===== config.mk =====
export PLATFORM = sky130hd
export DESIGN_NAME = decoder_rr_arbiter_flat
export DESIGN_NICKNAME = d
export VERILOG_FILES = /design/src/rtl/decoder_rr_arbiter_if.sv /design/src/rtl/decoder_rr_arbiter.sv /design/src/flat_wrapper.sv
export SDC_FILE = /design/constraint.sdc
export NUM_CORES = 1
export LEC_CHECK = 0
export ABC_AREA = 1
export BUFFER_PORTS_ARGS = -buffer_cell sky130_fd_sc_hd__buf_2
export CORE_ASPECT_RATIO = 0.5
export CORE_MARGIN = 2
export CORE_UTILIZATION = 25
export CTS_CLUSTER_SIZE = 16
export DETAILED_ROUTE_END_ITERATION = 16
export GPL_ROUTABILITY_DRIVEN = 0
export SLEW_MARGIN = 20
export SYNTH_ARGS = -nofsm -noshare
export SYNTH_HDL_FRONTEND = slang
export SYNTH_SLANG_ARGS = --single-unit

===== constraint.sdc =====
create_clock -name clk -period 2.6 [get_ports clk]
set_input_delay 0 -clock clk [delete_from_list [all_inputs] [get_ports clk]]
set_output_delay 0 -clock clk [all_outputs]
set_load 0.01 [all_outputs]

===== src/rtl/decoder_rr_arbiter_if.sv =====
// decoder_rr_arbiter_if
//   Bundle between the eight requesters and the shared 3-to-8 active-low
//   select decoder.
//   req        requester -> arbiter, one level per channel
//   A0..A2     decoder address (owner index)
//   G1,G2A,G2B decoder enables (G1 high / G2x low while granted)
//   Y          registered active-low one-hot select copy
//   gnt_valid  high while a grant is being driven
interface decoder_rr_arbiter_if;
  logic [7:0] req;
  logic       A0, A1, A2;
  logic       G1, G2A, G2B;
  logic [7:0] Y;
  logic       gnt_valid;

  modport master (output req, input A0, A1, A2, G1, G2A, G2B, Y, gnt_valid);
  modport slave  (input req, output A0, A1, A2, G1, G2A, G2B, Y, gnt_valid);
endinterface


===== src/rtl/decoder_rr_arbiter.sv =====
// decoder_rr_arbiter
//   Round-robin owner selection for one shared 3-to-8 active-low decoder.
//   Holds a contested grant for HOLD_MAX cycles, and always inserts one
//   all-deselected cycle between owners (break-before-make).
//   clk    rising-edge clock
//   rst_n  asynchronous active-low reset
//   bus    slave side of decoder_rr_arbiter_if (req in, decoder lines out)
module decoder_rr_arbiter #(
  parameter int HOLD_MAX = 4
) (
  input  logic                 clk,
  input  logic                 rst_n,
  decoder_rr_arbiter_if.slave  bus
);
  localparam logic [7:0] HOLD_LAST = 8'(HOLD_MAX - 1);

  typedef enum logic [1:0] {IDLE, GRANT, GAP} state_t;

  state_t     r_state;
  logic [2:0] r_owner, r_last;
  logic [7:0] r_hold_cnt;
  logic [2:0] r_addr;
  logic       r_g1, r_g2;
  logic [7:0] r_y;
  logic       r_gv;

  logic [2:0] w_pick;
  logic       w_any, w_others, w_preempt;

  // Search last+1 .. last+8; last+8 wraps to last, so the previous owner
  // is considered only after everyone else.
  function automatic logic [2:0] rr_pick(input logic [7:0] req,
                                         input logic [2:0] last);
    logic [2:0] idx;
    logic       found;
    rr_pick = last;
    found   = 1'b0;
    for (int i = 1; i <= 8; i++) begin
      idx = last + 3'(i);
      if (!found && req[idx]) begin
        rr_pick = idx;
        found   = 1'b1;
      end
    end
  endfunction

  assign w_pick    = rr_pick(bus.req, r_last);
  assign w_any     = |bus.req;
  assign w_others  = |(bus.req & ~(8'b1 << r_owner));
  assign w_preempt = (r_hold_cnt == HOLD_LAST) && w_others;

  always_ff @(posedge clk or negedge rst_n) begin
    if (!rst_n) begin
      r_state    <= IDLE;
      r_owner    <= 3'd0;
      r_last     <= 3'd7;
      r_hold_cnt <= 8'd0;
      r_addr     <= 3'd0;
      r_g1       <= 1'b0;
      r_g2       <= 1'b1;
      r_y        <= 8'hFF;
      r_gv       <= 1'b0;
    end else begin
      case (r_state)
        IDLE, GAP: begin
          if (w_any) begin
            r_state    <= GRANT;
            r_owner    <= w_pick;
            r_last     <= w_pick;
            r_hold_cnt <= 8'd0;
            r_addr     <= w_pick;
            r_g1       <= 1'b1;
            r_g2       <= 1'b0;
            r_y        <= ~(8'b1 << w_pick);
            r_gv       <= 1'b1;
          end else begin
            r_state <= IDLE;
          end
        end
        GRANT: begin
          // Release and preemption both land in GAP; address is left as-is.
          if (!bus.req[r_owner] || w_preempt) begin
            r_state <= GAP;
            r_g1    <= 1'b0;
            r_g2    <= 1'b1;
            r_y     <= 8'hFF;
            r_gv    <= 1'b0;
          end else if (r_hold_cnt != HOLD_LAST) begin
            r_hold_cnt <= r_hold_cnt + 8'd1;
          end
        end
        default: r_state <= IDLE;
      endcase
    end
  end

  assign bus.A0        = r_addr[0];
  assign bus.A1        = r_addr[1];
  assign bus.A2        = r_addr[2];
  assign bus.G1        = r_g1;
  assign bus.G2A       = r_g2;
  assign bus.G2B       = r_g2;
  assign bus.Y         = r_y;
  assign bus.gnt_valid = r_gv;
endmodule


===== src/flat_wrapper.sv =====
// flat-port wrapper written by rule: the top's interface ports become plain ports
module decoder_rr_arbiter_flat 
#(
  parameter int HOLD_MAX = 4
)
  (clk, rst_n, bus_req, bus_A0, bus_A1, bus_A2, bus_G1, bus_G2A, bus_G2B, bus_Y, bus_gnt_valid);
  decoder_rr_arbiter_if bus_i ();
  input  logic clk;
  input  logic rst_n;
  input wire logic [$bits(bus_i.req)-1:0] bus_req;
  output wire logic [$bits(bus_i.A0)-1:0] bus_A0;
  output wire logic [$bits(bus_i.A1)-1:0] bus_A1;
  output wire logic [$bits(bus_i.A2)-1:0] bus_A2;
  output wire logic [$bits(bus_i.G1)-1:0] bus_G1;
  output wire logic [$bits(bus_i.G2A)-1:0] bus_G2A;
  output wire logic [$bits(bus_i.G2B)-1:0] bus_G2B;
  output wire logic [$bits(bus_i.Y)-1:0] bus_Y;
  output wire logic [$bits(bus_i.gnt_valid)-1:0] bus_gnt_valid;
  assign bus_i.req = bus_req;
  assign bus_A0 = bus_i.A0;
  assign bus_A1 = bus_i.A1;
  assign bus_A2 = bus_i.A2;
  assign bus_G1 = bus_i.G1;
  assign bus_G2A = bus_i.G2A;
  assign bus_G2B = bus_i.G2B;
  assign bus_Y = bus_i.Y;
  assign bus_gnt_valid = bus_i.gnt_valid;
  decoder_rr_arbiter #(.HOLD_MAX(HOLD_MAX)) u_core (.clk(clk), .rst_n(rst_n), .bus(bus_i));
endmodule

* Word-level counts from Yosys, hierarchy flattened
Cells that the tools add are included.
** Cells by class
- Muxes and demuxes :: 49
- Equal/unequal tests :: 8
- Shift-type cells :: 2
- $lt $le $gt $ge :: 9
- Add/sub/neg operators :: 8
- Reduce and logical (&&, ||, !) cells :: 25
- Bitwise logic cells :: 3
** Operators with widths (number)
- two-way mux 8 bit :: 5
- less-than comparator 3 x 4 -> 1 bit, second input constant :: 9
- one-hot mux 8 bit (2 select lines) :: 2
- binary-select mux 1 bit (select 3 bit) :: 9
- two-way mux 3 bit :: 8
- two-way mux 1 bit :: 21
- NOT 8 bit :: 2
- OR reduction 8 bit :: 2
- << shifter 1 x 3 -> 8 bit, first input constant :: 2
- adder 3 bit, second input constant :: 4
- adder 8 x 1 -> 8 bit, second input constant :: 1
- bitwise AND 8 bit :: 1
- equality test 8 x 2 -> 1 bit, second input constant :: 1
- logical AND 1 bit :: 8
- logical NOT 1 bit :: 8
- != test 8 x 2 -> 1 bit, second input constant :: 1
- adder 3 x 2 -> 3 bit, second input constant :: 2
- != test 2 x 1 -> 1 bit, second input constant :: 3
- one-hot mux 1 bit (2 select lines) :: 2
- one-hot mux 2 bit (2 select lines) :: 1
- AND reduction 4 bit :: 1
- adder 3 x 1 -> 3 bit, second input constant :: 1
- AND reduction 3 bit :: 1
- equality test 2 x 1 -> 1 bit, second input constant :: 1
- other kinds (8) :: 8
** Word-level totals
- Output and inout port bits :: 15
- Logic and storage cells :: 111
- Register bits :: 26
- Bits of input ports :: 10

* Depth between registers and ports, before layout
Gate-level depths: netlist of the first run.
- Depth in word-level cells :: 29
- Mapped depth :: 20
- Depth with buffers taken out :: 19

* Worst setup path after synthesis of the first run
OpenSTA, ideal clock, no wires.
- Path type :: reg-to-reg
- Start :: reg u_core.r_last[1]
- End :: reg u_core.r_y[4], in the netlist u_core.bus.Y[4]
- Library setup time :: 76 ps
- Path slack :: 79 ps
- Path buffers :: 1
- Cell stages (with the launch flop) :: 18
- Required time :: 2524 ps
- Data arrival time :: 2445 ps
- Period minus slack after synthesis :: 2521 ps
- Cells stage by stage :: dfstp_2 buf_2 inv_1 ha_1 inv_1 nand3_1 nand3_2 nand2_2 inv_2 nand3_2 nor2_4 nand4_4 nand2_1 inv_1 nand2_2 nand3_2 nor2_1 nor2_1
** On the way
- Word-level cells in the longest chain between the ends :: 29
- Elaborated cells on any way between the ends :: 56
- Classes of those cells :: 7 x add/sub; 1 x shift; 33 x mux; 1 x bitwise; 14 x reduce/logical
** RTL lines
- start: declaration :: RTL line decoder_rr_arbiter.sv:20 : logic [2:0] r_owner, r_last;
- start signal: assignment :: RTL line decoder_rr_arbiter.sv:69 : r_last <= w_pick;
- adder 3 x 1 -> 3 bit :: RTL line decoder_rr_arbiter.sv:39 : idx = last + 3'(i);
- binary-select mux 1 bit (select 3 bit) :: RTL line decoder_rr_arbiter.sv:40 : if (!found && req[idx]) begin
- two-way mux 1 bit (implied by the code) :: RTL line decoder_rr_arbiter.sv:40
- two-way mux 1 bit :: RTL line decoder_rr_arbiter.sv:40
- logical NOT 1 bit :: RTL line decoder_rr_arbiter.sv:40
- logical AND 1 bit :: RTL line decoder_rr_arbiter.sv:40
- two-way mux 1 bit :: RTL line decoder_rr_arbiter.sv:40
- logical NOT 1 bit :: RTL line decoder_rr_arbiter.sv:40
- [... 13 more ...]
- two-way mux 1 bit :: RTL line decoder_rr_arbiter.sv:40
- logical NOT 1 bit :: RTL line decoder_rr_arbiter.sv:40
- logical AND 1 bit :: RTL line decoder_rr_arbiter.sv:40
- two-way mux 3 bit * :: RTL line decoder_rr_arbiter.sv:40
- << shifter 1 x 3 -> 8 bit * :: RTL line decoder_rr_arbiter.sv:74 : r_y <= ~(8'b1 << w_pick);
- NOT 8 bit * :: RTL line decoder_rr_arbiter.sv:74
- two-way mux 8 bit * :: RTL line decoder_rr_arbiter.sv:66 : if (w_any) begin
- one-hot mux 8 bit (2 select lines) * :: RTL line decoder_rr_arbiter.sv:64 : case (r_state)
- end signal: assignment :: RTL line decoder_rr_arbiter.sv:74
- end: declaration :: RTL line decoder_rr_arbiter.sv:24 : logic [7:0] r_y;
Every way passes the cells marked *; elsewhere a longest branch is shown, timed or not. The select of a mux whose other input is x is not followed.
A chain may end at the register's enable or synchronous reset.

* Worst setup path after layout of the first run
- Start :: reg u_core.r_last[1]
- End :: reg u_core.r_y[6], in the netlist u_core.bus.Y[6]
The elaborated chain is that of the path after synthesis.

==> qor.yml, run 1 <==
cells_and_area:
  n_fill_cell: 868
  multi_input_area_um2: 1299
  post-route-util_pct: 31.35
  area_delta_synth_final_pct: 20.31
  antenna_cells: 0
  drive_gt1_share_pct: 24.72
  ff_latch_area_um2: 665.6
  num-nets-final: 366
  fin_area_um2: 2535
drt:
  drc: 0
  vias: 2080
  drt_iter0_drc: 71
  first_pass_iters: 4
  drt_wl_total_um: 5243
  vias_per_cell: 4.483
  avgRoutedWirePerCell_um: 11.30
  ant_nets: 0
setup_path:
  crit_path_max_incr_delay_ps: 540
  path_max_fanout: 5
  worstPathCellList: "inv_1, ha_4, buf_4, nand3_2, nand3_4, nand2_4, inv_2, nand3_2, nor2_4, nand4_4, clkinv_1, nand2_1, nand2_2, nand2_1, nor2_1, nor2_1"
  r2r_cells: 16
  end_kind: "flop"
  worst-setup-path-type: "reg2reg"
  worstPathBufferInverterCount: 4
  arrival_ps: 2600
  crit_family: "simple AND/OR/NAND/NOR gates"
  r2r-start: "u_core.r_last[1]"
  slowest_stage: "dfstp_2"
  worstSetupStartpointType: "flop"
  crit_start: "u_core.r_last[1]"
  cp.depth: 16
  crit_required_ps: 2790
grt:
  grt_overflow: 0
  grt_max_degree: 27
  grt_first_pass_wirelength_um: 8487
  grt_usage_pct: 11.25
  grt_pass1_vias: 1841
  antenna_found_initial: 0
timing:
  worst_pin_slew_ps: 594.0
  fin_ws_ps: 190.8
  finalSetupViolations: 0
  finalHoldViolCount: 0
  min_period_ps: 2409
  fin_setup_tns_ps: 0
  period_share_pct: 92.66
  slew_headroom_pct: 60.40
  clock_skew_ps: 2.192
  fmax_mhz: 415.1
  drv_slew: 0
die:
  die_area_um2: 9223
  core_area_um2: 8087
  die_w_um: 133.8
  die_h_um: 68.92
  start_util_pct: 26.06
  io_pins: 25
  num_rows: 23
synthesis:
  synthCells: 321
  synth-simple-area-share_pct: 47.51
  synthAdderAreaFrac_pct: 1.781
  postSynthAreaPerCell_um2: 6.564
  synthTopCellsByArea: "nand2_1 (17%), dfrtp_1 (17%), dfstp_2 (15%), nand3_1 (9.5%), nor2_1 (6.9%)"
  yosysTopAreaCellShare_pct: 16.75
  post-synth-top-area-cell: "nand2_1"
  mappedNetlistNets: 334
  yosysMostFrequentCell: "nand2_1"
  synth_compound_area_share_pct: 8.373
  synth_cell_types: 34
  synth_flop_cell: "dfrtp_1"
  synth_area_um2: 2107
  synth_common_cells: "nand2_1 (94), nand3_1 (40), nor2_1 (39), inv_1 (30), o21ai_0 (24)"
  synth_top_family_by_area: "simple AND/OR/NAND/NOR gates"
  muxShareOfSynthArea_pct: 0.4751
  async_reset_ff_share_pct: 100.0
  synth_xor_xnor_area_share_pct: 1.247
  ys_seq_elements: 26
  ys_seq_area_share_pct: 31.59
  synth_edf_count: 0
  yosys_warnings: 0
status:
  status: "finished, final reports clean"
clocking:
  cts.sink_count: 26
  clk_latency_ps: 260
  cts_buffer_depth: 2
  cts_root_buf: "clkbuf_16"
  path_clk_slew_ps: 70
  cts_htree_levels: 1
  cts_made_buffers: 3
  cts_tree: "built"
placed_design:
  pre_cts_ws_ps: 148.5
  placed_cell_area_um2: 2372
  portBuffers: 24
  dp_hpwl_um: 3982
hold_path:
  worstHoldPathType: "in2async"
flow_run:
  max_cap_viol_count: 0
## final timing paths
check                                    end  slack, ps
setup / recovery             u_core.bus.Y[6]        190
hold / removal              u_core.r_addr[1]        300
setup reg to reg             u_core.bus.Y[6]        190
hold reg to reg               u_core.bus.G2A        490
max in group asynchronous      u_core.bus.G1       1910
min in group clk           u_core.r_state[0]        310
## cell type report
class	instances	share of cell area (%)
Timing Repair Buffer	35	8.539
Clock buffer	4	3.110
Sequential cell	26	26.26
Multi-Input combinational cell	251	51.23
Tap cell	112	5.528
Inverter	36	5.331
## cell usage in the layout, fill, tap and decap left out, drive strengths merged, types with 10 or more instances in the layout
cell type,netlist,final
buf,7,34
dfrtp,14,14
dfstp,12,12
inv,35,35
nand2,105,105
nand3,46,46
nand4,10,10
nor2,42,42
o21ai,25,25
## cells by family after synthesis
family | Yosys count
adder cells (fa/ha/maj) | 3
AND/OR/NAND/NOR | 211
flip-flops | 26
XOR/XNOR | 3
AO/OA/AOI/OAI | 33
buffers and inverters | 44
multiplexers | 1
## routing by layer
metal | vias up | global-route usage (%) | part of all wire, %
met5 | - | 0 | 0
met2 | 20 | 20.77 | 48
li1 | 1099 | - | -
met3 | 0 | 1.974 | 1.7
met4 | 0 | 0.7979 | 0
met1 | 961 | 14.63 | 51
## state kept, by name, indices dropped and copies added, names as in the netlist
signal and flops:
u_core.bus.G2A 1, u_core.r_addr 3, u_core.bus.Y 8, u_core.r_state 2, u_core.r_hold_cnt 8, u_core.r_last 3, u_core.bus.G1 1
## through the flow
stage	hold slack, ps	std cells
finish	297.9	464
global route	350.1	464
CTS	306.3	462
detailed placement	43.57	457
global placement	35.33	457
floorplan	-295.6	321
## timing repair
item / in CTS / in global routing
hold buffers: 1 / 0
endpoints found under the setup margin: 0 / 14
endpoints found under the hold margin: 14 / 0
setup buffers: 0 / 2
resized for setup: 0 / 15
Power of run 1 is not shown: default switching activity piles up to over one toggle a cycle in this logic, so the estimate is an artifact.
==> run 2, diff against run 1 <==
--- a/config.mk
+++ b/config.mk
@@ -5,7 +5,7 @@
 export SDC_FILE = /design/constraint.sdc
 export NUM_CORES = 1
 export LEC_CHECK = 0
-export ABC_AREA = 1
+export ABC_AREA = 0
 export BUFFER_PORTS_ARGS = -buffer_cell sky130_fd_sc_hd__buf_2
 export CORE_ASPECT_RATIO = 0.5
 export CORE_MARGIN = 2
==> qor.yml, run 2 <==
status:
  status: "finished, violations left"
  violations: "setup timing"
die:
  core_area_um2: 10120
  die_area_um2: 11220
  start_util_pct: 25.55
  die_w_um: 147.8
  io_pins: 25
  num_rows: 26
  die_h_um: 75.90
synthesis:
  post-synth-top-area-cell: "mux4_2"
  ys_seq_elements: 26
  ys_seq_area_share_pct: 25.75
  yosysTopAreaCellShare_pct: 13.94
  synthTopCellsByArea: "mux4_2 (14%), dfrtp_1 (14%), dfstp_2 (12%), mux2i_1 (5.4%), mux2_2 (3.0%)"
  async_reset_ff_share_pct: 100.0
  synth_area_um2: 2585
  synth_common_cells: "nor2_1 (21), nand2_1 (18), mux4_2 (16), dfrtp_1 (14), mux2i_1 (14)"
  synth_flop_cell: "dfrtp_1"
  yosys_warnings: 0
  synth_cell_types: 67
  postSynthAreaPerCell_um2: 9.904
  synthCells: 261
  synth_edf_count: 0
  mappedNetlistNets: 274
  yosysMostFrequentCell: "nor2_1"
drt:
  vias: 2301
  drc: 0
  vias_per_cell: 5.046
  drt_iter0_drc: 98
  drt_wl_total_um: 6852
  avgRoutedWirePerCell_um: 15.03
  ant_nets: 0
  first_pass_iters: 4
timing:
  fin_ws_ps: -270.1
  min_period_ps: 2870
  worst_pin_slew_ps: 593.9
  fmax_mhz: 348.4
  period_share_pct: 110.4
  clock_skew_ps: 3.782
  slew_headroom_pct: 60.40
  drv_slew: 0
  finalSetupViolations: 14
  rsz0062_at_grt: "yes"
  finalHoldViolCount: 0
cells_and_area:
  final_common_cell: "buf_4"
  drive_gt1_share_pct: 47.47
  final_cell_mix: "buf_4 (48), buf_2 (24), nor2_1 (21)"
  n_fill_cell: 1030
  num-nets-final: 330
  area_delta_synth_final_pct: 31.80
  antenna_cells: 0
  fin_area_um2: 3407
setup_path:
  worstSetupStartpointType: "flop"
  path_max_fanout: 6
  crit_path_max_incr_delay_ps: 590
  slowest_stage: "mux4_2"
  arrival_ps: 3040
  r2r_cells: 11
  worstPathBufferInverterCount: 3
  end_kind: "flop"
  worst-setup-path-type: "reg2reg"
  path_common_cell: "buf_4"
  crit_required_ps: 2770
  crit_family: "compound AO/OA/AOI/OAI gates"
  worstPathCellList: "inv_2, ha_4, buf_4, mux2i_2, mux4_2, buf_4, o31ai_1, a31o_1, o21ai_2, a31oi_4, a32oi_2"
  cp.depth: 11
clocking:
  cts_buffer_depth: 2
  cts_root_buf: "clkbuf_16"
  cts_tree: "built"
  cts_made_buffers: 3
  cts_htree_levels: 1
  clk_latency_ps: 260
  cts.sink_count: 26
  path_clk_slew_ps: 70
grt:
  grt_pass1_vias: 2258
  grt_first_pass_wirelength_um: 11790
  grt_usage_pct: 12.59
  grt_overflow: 0
  grt_max_degree: 27
  antenna_found_initial: 0
placed_design:
  dp_hpwl_um: 4848
  placed_cell_area_um2: 3102
  portBuffers: 24
hold_path:
  worstHoldPathType: "in2async"
flow_run:
  max_cap_viol_count: 0
==> run 2: changes by cell type after synthesis, sizes merged, moves of 9 or more <==
cell    previous run  this run
inv               35        10
o21ai             25        10
nor2              42        23
nand3             46         5
mux2i              1        15
nand2            105        19
mux4               0        16
clkbuf             1        10
==> run 2: routing by layer <==
metal | global-route usage, % | wire (um) | up-vias
met5 | 0 | 0 | -
met4 | 2.115 | 43 | 0
met3 | 1.265 | 177 | 6
met2 | 21.53 | 3470 | 36
met1 | 17.54 | 3161 | 1163
li1 | - | - | 1096
==> run 2: kinds of logic after synthesis <==
| logic type | synth area share, % |
|---|---|
| flops | 25.75 |
| xor+xnor | 4.695 |
| mux | 23.72 |
| fa+ha+maj | 1.452 |
| buf+inv | 7.018 |
| simple gates | 18.44 |
| compound gates | 18.93 |
==> run 2: worst paths after layout <==
kind	from	endpoint	slack (ps)
setup / recovery	u_core.r_last[0]	u_core.bus.Y[4]	-270
hold / removal	rst_n	u_core.r_addr[1]	290
setup reg to reg	u_core.r_last[0]	u_core.bus.Y[4]	-270
hold reg to reg	u_core.bus.Y[6]	u_core.bus.Y[6]	470
max in group asynchronous	rst_n	u_core.r_state[1]	1920
min in group clk	u_core.bus.Y[6]	u_core.bus.Y[6]	470
==> run 2: final cells by class <==
class	instances	area, um^2	area share, %
clock buffers	4	88.84	2.607
multi-input cells	200	1904	55.89
well taps	140	175.2	5.141
inverters	10	40.04	1.175
flip-flops and latches	26	665.6	19.54
repair buffers	76	533.0	15.64
==> run 2: per-stage QoR <==
stage,util [%],instances,hold slack [ps],TNS [ps],setup WS (ps)
after floorplan,-,261,-295.6,-5788,-531.5
after global placement,30.66,443,36.28,-3180,-313.9
after detailed placement,30.66,443,40.05,-3659,-350.9
after CTS,32.77,453,294.6,-2609,-227.9
after global routing,33.68,456,348.9,-4629,-381.1
final,33.68,456,289.1,-3075,-270.1
==> run 2: timing repair <==
item                                    CTS  global route
pin swaps                                 6             6
endpoints found under the setup margin   14            14
buffers inserted                          5             3
resized for setup                        13            10
hold buffers                              1             0
endpoints found under the hold margin    14             0
==> run 2: worst register-to-register path: stages, from the launching register on <==
cell	delay, ps
dfstp_2	550
inv_2	50
ha_4	250
buf_4	160
mux2i_2	160
mux4_2	600
buf_4	180
o31ai_1	80
a31o_1	210
o21ai_2	90
a31oi_4	310
a32oi_2	150
Power of run 2 is left out for the same reason.
==> run 3, diff against run 2 <==
--- a/config.mk
+++ b/config.mk
@@ -6,7 +6,7 @@
 export NUM_CORES = 1
 export LEC_CHECK = 0
 export ABC_AREA = 0
-export BUFFER_PORTS_ARGS = -buffer_cell sky130_fd_sc_hd__buf_2
+export BUFFER_PORTS_ARGS = -buffer_cell sky130_fd_sc_hd__clkbuf_2
 export CORE_ASPECT_RATIO = 0.5
 export CORE_MARGIN = 2
 export CORE_UTILIZATION = 25
==> constraint.sdc (replaced) <==
create_clock -name clk -period 2.4 [get_ports clk]
set_input_delay 0 -clock clk [delete_from_list [all_inputs] [get_ports clk]]
set_output_delay 0 -clock clk [all_outputs]
set_load 0.01 [all_outputs]
==> qor.yml, run 3 (same netlist as run 2, synthesis figures left out) <==
timing:
  rsz0062_at_grt: "yes"
  fin_ws_ps: -471.4
  clock_skew_ps: 5.661
  drv_slew: 0
  period_share_pct: 119.6
  worst_pin_slew_ps: 641.5
  finalSetupViolations: 14
  whs_ps: 297.8
  slew_headroom_pct: 57.23
  finalHoldViolCount: 0
  fin_setup_tns_ps: -5400
  min_period_ps: 2871
  fmax_mhz: 348.3
cells_and_area:
  final_common_cell: "buf_4"
  post-route-util_pct: 33.65
  area_delta_synth_final_pct: 31.70
  num-nets-final: 326
  antenna_cells: 0
  final_cell_mix: "buf_4 (44), clkbuf_2 (24), nor2_1 (21)"
  drive_gt1_share_pct: 48.40
grt:
  grt_overflow: 0
  grt_pass1_vias: 2254
  grt_usage_pct: 12.51
  grt_max_degree: 27
  antenna_found_initial: 0
  grt_first_pass_wirelength_um: 11740
setup_path:
  crit_path_max_incr_delay_ps: 570
  worstPathCellList: "inv_4, ha_4, buf_4, mux2i_2, mux4_2, nand2_4, nor3_1, o21a_2, or3_4, a32oi_1"
  end_kind: "flop"
  crit_required_ps: 2580
  arrival_ps: 3050
  crit_family: "multiplexers"
  crit_start: "u_core.r_last[1]"
  worst-setup-path-type: "reg2reg"
  r2r-start: "u_core.r_last[1]"
  slowest_stage: "mux4_2"
  path_max_fanout: 6
  worstPathBufferInverterCount: 2
  worstSetupStartpointType: "flop"
die:
  core_area_um2: 10120
  start_util_pct: 25.55
  die_h_um: 75.90
  io_pins: 25
  die_area_um2: 11220
  die_w_um: 147.8
  num_rows: 26
drt:
  ant_nets: 0
  vias_per_cell: 5.007
  avgRoutedWirePerCell_um: 15.24
  first_pass_iters: 4
  drc: 0
  drt_wl_total_um: 6889
  vias: 2263
  drt_iter0_drc: 174
hold_path:
  worstHoldPathType: "in2async"
flow_run:
  max_cap_viol_count: 0
clocking:
  cts.sink_count: 26
  cts_buffer_depth: 2
  cts_tree: "built"
  clk_latency_ps: 260
  cts_root_buf: "clkbuf_16"
  cts_htree_levels: 1
  path_clk_slew_ps: 70
  cts_made_buffers: 3
placed_design:
  dp_hpwl_um: 4811
  pre_cts_ws_ps: -572.0
  portBuffers: 24
status:
  status: "finished, violations left"
  violations: "setup timing"
==> run 3: cell types whose count changed in the layout (fill, tap and decap cells not counted), sizes merged <==
| cell | previous run | this run |
|---|---|---|
| buf | 75 | 47 |
| clkbuf | 4 | 28 |
==> run 3: final cells by class <==
cell class	instances	area, um^2
inverter	10	40.04
clock buffer	4	78.83
timing repair buffer	72	494.2
fill	984	6713
sequential	26	665.6
tap	140	175.2
multi-input combinational	200	1951
==> run 3: path summary, 6_finish.rpt <==
| kind | depth (start not counted) | slack (ps) | endpoint |
|---|---|---|---|
| max | 10 | -470 | u_core.bus.Y[4] |
| min | 2 | 300 | u_core.r_hold_cnt[4] |
| max reg2reg | 10 | -470 | u_core.bus.Y[4] |
| min reg2reg | 2 | 460 | u_core.bus.Y[0] |
| max in group asynchronous | 2 | 1690 | u_core.r_addr[0] |
| min in group clk | 2 | 460 | u_core.bus.Y[0] |
==> run 3: worst reg2reg max path: stages (launching register included) <==
cell     delay, ps
dfstp_2        550
inv_4           40
ha_4           260
buf_4          150
mux2i_2        160
mux4_2         570
nand2_4        140
nor3_1          50
o21a_2         230
or3_4          420
a32oi_1        220
==> run 3: timing repair <==
action | 4_1_cts | 5_1_grt
gates resized for setup | 22 | 14
endpoints found under the setup margin | 14 | 14
hold endpoints to repair | 14 | 0
buffers inserted | 7 | 1
gates cloned | 0 | 0
hold buffers | 1 | 0
pin swaps | 14 | 11
==> run 3: per-layer routing <==
| layer | GRT usage [%] | part of all wire, % | up-vias |
|---|---|---|---|
| met5 | 0 | 0 | - |
| li1 | - | - | 1091 |
| met1 | 17.17 | 45 | 1114 |
| met4 | 1.923 | 0.74 | 0 |
| met3 | 1.506 | 3.7 | 6 |
| met2 | 21.63 | 50 | 52 |
==> run 3: metrics by stage <==
stage	std cells	area (um^2)
after floorplan	261	2629
after global placement	440	3067
after detailed placement	440	3067
after CTS	451	3322
after global routing	452	3405
final	452	3405
Power of run 3 is left out for the same reason.
